File: config.mk
export PLATFORM = sky130hd
export DESIGN_NAME = mac_accumulate_stage
export DESIGN_NICKNAME = d
export VERILOG_FILES = /design/src/rtl/mac_accumulate_stage.sv
export SDC_FILE = /design/constraint.sdc
export NUM_CORES = 1
export LEC_CHECK = 0
export CAP_MARGIN = 0
export CELL_PAD_IN_SITES_DETAIL_PLACEMENT = 1
export CELL_PAD_IN_SITES_GLOBAL_PLACEMENT = 2
export CORE_ASPECT_RATIO = 0.6
export CORE_MARGIN = 5
export CORE_UTILIZATION = 29
export CTS_CLUSTER_DIAMETER = 80
export DETAILED_ROUTE_END_ITERATION = 12
export PLACE_DENSITY = 0.66
export SYNTH_ARGS = -nofsm -noshare
export SYNTH_HDL_FRONTEND = slang
export SYNTH_SLANG_ARGS = --single-unit
File: constraint.sdc
create_clock -name clk -period 2.68 [get_ports clk]
set_clock_uncertainty 0.1 [all_clocks]
set_input_delay 0.536 -clock clk [delete_from_list [all_inputs] [get_ports clk]]
set_output_delay 0.536 -clock clk [all_outputs]
set_load 0.05 [all_outputs]
File: src/rtl/mac_accumulate_stage.sv
// Accumulates a frame of unsigned multiplier products and registers the frame sum, beat
// count and overflow flag for the consumer. Valid/ready handshakes are used on both sides.
module mac_accumulate_stage #(
  parameter int unsigned PROD_W = 16,
  parameter int unsigned ACC_W  = 24,
  parameter int unsigned CNT_W  = 8
) (
  input  logic              clk,
  input  logic              rst_n,
  input  logic              in_valid,
  output logic              in_ready,
  input  logic [PROD_W-1:0] in_prod,
  input  logic              in_last,
  output logic              out_valid,
  input  logic              out_ready,
  output logic [ACC_W-1:0]  out_acc,
  output logic [CNT_W-1:0]  out_count,
  output logic              out_ovf
);

  typedef enum logic [0:0] {StIdle, StAccum} state_e;

  state_e             r_state, w_state_nxt;
  logic [ACC_W-1:0]   r_acc, w_acc_nxt;
  logic [CNT_W-1:0]   r_cnt, w_cnt_nxt;
  logic               r_ovf, w_ovf_nxt;
  logic               r_out_valid;
  logic [ACC_W-1:0]   r_out_acc;
  logic [CNT_W-1:0]   r_out_cnt;
  logic               r_out_ovf;

  logic               w_accept;
  logic               w_close;
  logic [ACC_W:0]     w_prod_ext;
  logic [ACC_W:0]     w_sum;

  assign in_ready   = !(r_out_valid && !out_ready);
  assign w_accept   = in_valid && in_ready;
  assign w_close    = w_accept && in_last;
  assign w_prod_ext = (ACC_W + 1)'(in_prod);
  assign w_sum      = {1'b0, r_acc} + w_prod_ext;

  always_comb begin
    w_state_nxt = r_state;
    w_acc_nxt   = r_acc;
    w_cnt_nxt   = r_cnt;
    w_ovf_nxt   = r_ovf;
    if (w_accept) begin
      unique case (r_state)
        StIdle: begin
          w_acc_nxt = w_prod_ext[ACC_W-1:0];
          w_cnt_nxt = CNT_W'(1);
          w_ovf_nxt = 1'b0;
        end
        StAccum: begin
          w_acc_nxt = w_sum[ACC_W-1:0];
          w_cnt_nxt = (&r_cnt) ? r_cnt : r_cnt + CNT_W'(1);
          w_ovf_nxt = r_ovf | w_sum[ACC_W];
        end
        default: ;
      endcase
      w_state_nxt = in_last ? StIdle : StAccum;
    end
  end

  always_ff @(posedge clk or negedge rst_n) begin
    if (!rst_n) begin
      r_state <= StIdle;
      r_acc   <= '0;
      r_cnt   <= '0;
      r_ovf   <= 1'b0;
    end else begin
      r_state <= w_state_nxt;
      r_acc   <= w_acc_nxt;
      r_cnt   <= w_cnt_nxt;
      r_ovf   <= w_ovf_nxt;
    end
  end

  // A closing beat may reload the result in the same cycle the old one is taken.
  always_ff @(posedge clk or negedge rst_n) begin
    if (!rst_n) begin
      r_out_valid <= 1'b0;
      r_out_acc   <= '0;
      r_out_cnt   <= '0;
      r_out_ovf   <= 1'b0;
    end else if (w_close) begin
      r_out_valid <= 1'b1;
      r_out_acc   <= w_acc_nxt;
      r_out_cnt   <= w_cnt_nxt;
      r_out_ovf   <= w_ovf_nxt;
    end else if (out_ready) begin
      r_out_valid <= 1'b0;
    end
  end

  assign out_valid = r_out_valid;
  assign out_acc   = r_out_acc;
  assign out_count = r_out_cnt;
  assign out_ovf   = r_out_ovf;

endmodule

==> results.ini <==
[run_status]
status = completed

[placed_design]
place_inst = 692
dp_hpwl_microns = 9090
place.gp.congestion = 0.821
io_buffers = 55

[setup_path]
r2r_start = r_acc[0]$_DFF_PN0_
required_ps = 2850
rrSetupSlack_ps = 240
cp-start-kind = primary input
worstReg2RegEnd = out_acc[22]$_DFFE_PN0P_
path_delay_family = simple AND/OR/NAND/NOR gates
crit_type = in2reg
arrival_ps = 2780
critPathMaxStageDelay_ps = 510
crit_path_end_kind = register
reg2regPathDepth = 9
crit_fanout = 16
slowest_stage = or4_1
path_buf_inv = 2
crit_chain = clkdlybuf4s50_1, ha_1, o21ai_2, o21ai_4, nand3_4, o2111a_2, buf_12, or4_1, nand3_1

[synthesis]
async_flop_share = 1.00
syn-cell-area_sq_um = 3950
yosys_warnings = 0
avgSynthCellArea_sq_um = 9.26
synth_flop_cell = dfrtp_1
synth.distinct_cells = 60
synth_cells = 427
seq_area_frac_synth = 0.430
ys_ff_latch = 68
synth_edf_count = 0
synth_nets = 466

[grt]
grt_pass1_vias = 3811
grt_max_degree = 45
grt_util_all_layers = 0.162
grt_pass1_wl_microns = 20800
grt_overflow = 0
grt_antenna_before_repair = 0

[sta]
finalSetupTns_ps = 0
slew_violations = 0
tightest_slew_ps = 616
fmax_ghz = 0.383
fin_crit_ps = 2610
relSlewSlack = 0.589
hold_viol = 0
period_share = 0.974
hold_slack_ps = 383
setup_viol = 0
rsz0062_at_grt = no

[floorplanning]
coreArea_sq_um = 13500
die_w_microns = 161
ioPinCount = 56
initial_core_util = 0.293
rows = 33
die_h_microns = 100
dieArea_sq_um = 16100

[power]
sw_frac_of_total = 0.439
power.density_nw_per_um2 = 1100
p_leak_uw = 0.00239
p_total_uw = 6020
worst_ir_drop_vdd_mv = 0.518
switching_power_uw = 2640
p_seq_frac = 0.269
combPwrFrac = 0.540
clockPowerShare = 0.191
internal_power_uw = 3380

[job]
drv_cap = 0

[route]
drt_wl_total_microns = 12600
drt_iter0_drc = 115
drt-wirelength-per-cell_microns = 17.7
drt-pass1-iter-count = 4
drc_errors = 0
vias = 3629
viasPerCell = 5.10
antenna_left = 0

[final_layout]
synthToLayoutAreaGrowth_pct = 38.8
antenna_cells = 0
layout.nets = 571
drive_gt1_frac = 0.196
utilization = 0.406
fin_cells = 712
fill_cells = 1526

[cts]
cts_made_buffers = 9
clkSinkCount = 68
cts_tree = built
cts-root-buf = clkbuf_16
insertion_delay_ps = 340
path_clk_slew_ps = 60
htree_levels = 3
clockBufferDepth = 2

[worst_hold_path]
min_to = out_count[3]$_DFFE_PN0P_
holdCritPathClass = reg2reg
hold_path_startpoint = out_count[3]$_DFFE_PN0P_
holdPathStages = 2

-- synthesized netlist by cell type, types with 2 or more instances --
cell      count  share of area
and2_1        2         0.0032
or3_1         5         0.0079
and4_1        3         0.0066
nor2_1       26          0.025
o21ai_1       3         0.0038
inv_1         8         0.0076
a22oi_1       2         0.0038
a21o_1        5         0.0095
a31oi_1       7          0.011
dfrtp_1      68           0.43
nor2b_1       4         0.0063
a41oi_1       3         0.0066
nand4_1       2         0.0032
clkbuf_1     14          0.013
o21ai_0      41          0.052
nand3_1      19          0.024
o221ai_1      3         0.0066
ha_1         17          0.054
or2_2         2         0.0032
buf_6         2         0.0057
or4_1         6          0.011
a311oi_2      2         0.0076
nand2b_1      4         0.0063
a21oi_1      30          0.038
o21bai_1      2         0.0038
o31ai_1       5         0.0095
mux2i_1      11          0.028
xor2_1        3         0.0066
mux2_2        4          0.011
nor3b_1       4         0.0076
o22ai_1       2         0.0032
nand2_1      63          0.060
o211ai_1      9          0.017
a211oi_1      3         0.0057
xnor2_1      11          0.024
o21a_1        2         0.0038
and3_1        7          0.011
-- cells in the final DEF, fill, tap and decap left out, types with 3 or more instances in the layout --
cell type,Yosys,routed
dfrtp_1,68,68
nand2_1,63,63
buf_4,1,53
clkdlybuf4s50_1,0,50
o21ai_0,41,40
a21oi_1,30,30
nor2_1,26,26
nand3_1,19,19
ha_1,17,12
mux2i_1,11,11
xnor2_1,11,11
o211ai_1,9,9
clkbuf_16,0,9
inv_1,8,7
and3_1,7,7
a31oi_1,7,7
or4_1,6,6
a21o_1,5,5
or3_1,5,5
buf_12,0,5
nand2b_1,4,4
o21ai_1,3,4
nor3b_1,4,4
o31ai_1,5,4
mux2_2,4,4
and4_1,3,3
a41oi_1,3,3
o221ai_1,3,3
nor2b_1,4,3
xor2_1,3,3
ha_4,0,3
clkinv_4,0,3
-- flip-flops by register name (all words and copies together), names as in the netlist --
| name | cells |
|---|---|
| r_acc | 24 |
| out_acc | 24 |
| r_state | 1 |
| out_ovf | 1 |
| r_ovf | 1 |
| out_valid | 1 |
| out_count | 8 |
| r_cnt | 8 |
-- cell type report --
class,count,area [sq um],area share
Tap cell,175,219,0.0399
Timing Repair Buffer,113,1040,0.190
Sequential cell,68,1700,0.310
Multi-Input combinational cell,332,2210,0.402
Clock inverter,7,61.3,0.0112
Inverter,8,30.0,0.00547
Clock buffer,9,225,0.0410
-- per-stage QoR --
step | instance area [sq um] | setup WS (ps)
floorplan | 3950 | 184
global placement | 5080 | -365
detailed placement | 5080 | -457
CTS | 5430 | 4.11
global route | 5490 | 14.1
finish | 5490 | 70.1
-- cells by family after synthesis --
kind of cell             Yosys count  share of synthesized area
flip-flops                        68                      0.430
AO/OA/AOI/OAI                    133                      0.221
multiplexers                      15                     0.0392
buffers and inverters             27                     0.0310
adder cells (fa/ha/maj)           18                     0.0589
AND/OR/NAND/NOR                  152                      0.189
XOR/XNOR                          14                     0.0310
-- power groups by stage --
| stage | logic, uW | registers (uW) | clock network, uW |
|---|---|---|---|
| 3_3_place_gp | 3070 | 1610 | 0 |
| 5_1_grt | 3540 | 1670 | 1240 |
| 6_report | 3250 | 1620 | 1150 |
| 3_5_place_dp | 3120 | 1630 | 0 |
| 2_1_floorplan | 1410 | 2120 | 0 |
| 4_1_cts | 3190 | 1620 | 1190 |
-- how the worst max path moves through the flow --
stage / from / depth (start not counted) / endpoint / slack (ps)
after floorplan: out_valid$_DFFE_PN0P_ / 8 / out_acc[13]$_DFFE_PN0P_ / 180
after CTS: in_prod[6] / 8 / r_acc[17]$_DFF_PN0_ / 4
after detailed placement: in_prod[0] / 10 / r_acc[12]$_DFF_PN0_ / -460
after global placement: in_prod[0] / 10 / out_acc[22]$_DFFE_PN0P_ / -360
after global routing: in_prod[3] / 9 / r_acc[19]$_DFF_PN0_ / 10
final: in_prod[3] / 9 / r_acc[17]$_DFF_PN0_ / 70
-- routing by layer --
| metal | up-vias | track usage | wire, microns |
|---|---|---|---|
| li1 | 1778 | - | - |
| met3 | 9 | 0.0419 | 503 |
| met2 | 64 | 0.236 | 5260 |
| met5 | - | 0 | 0 |
| met4 | 0 | 0.0367 | 140 |
| met1 | 1778 | 0.240 | 6690 |
-- repair_timing --
item                                    4_1_cts  5_1_grt
buffers inserted                              2        1
pin swaps                                     7        1
endpoints found under the setup margin        8       17
hold endpoints to repair                      5        0
hold buffers                                  1        0
resized for setup                             9        8
-- worst reg2reg max path: stages (launching register included) --
cell and delay (ps):
dfrtp_1 390, ha_2 200, inv_2 60, fa_2 200, nor2b_2 60, o31a_4 390
o31ai_4 340, a311oi_2 170, mux2i_1 160, mux2_2 270
(Power assumes the default switching activity.)
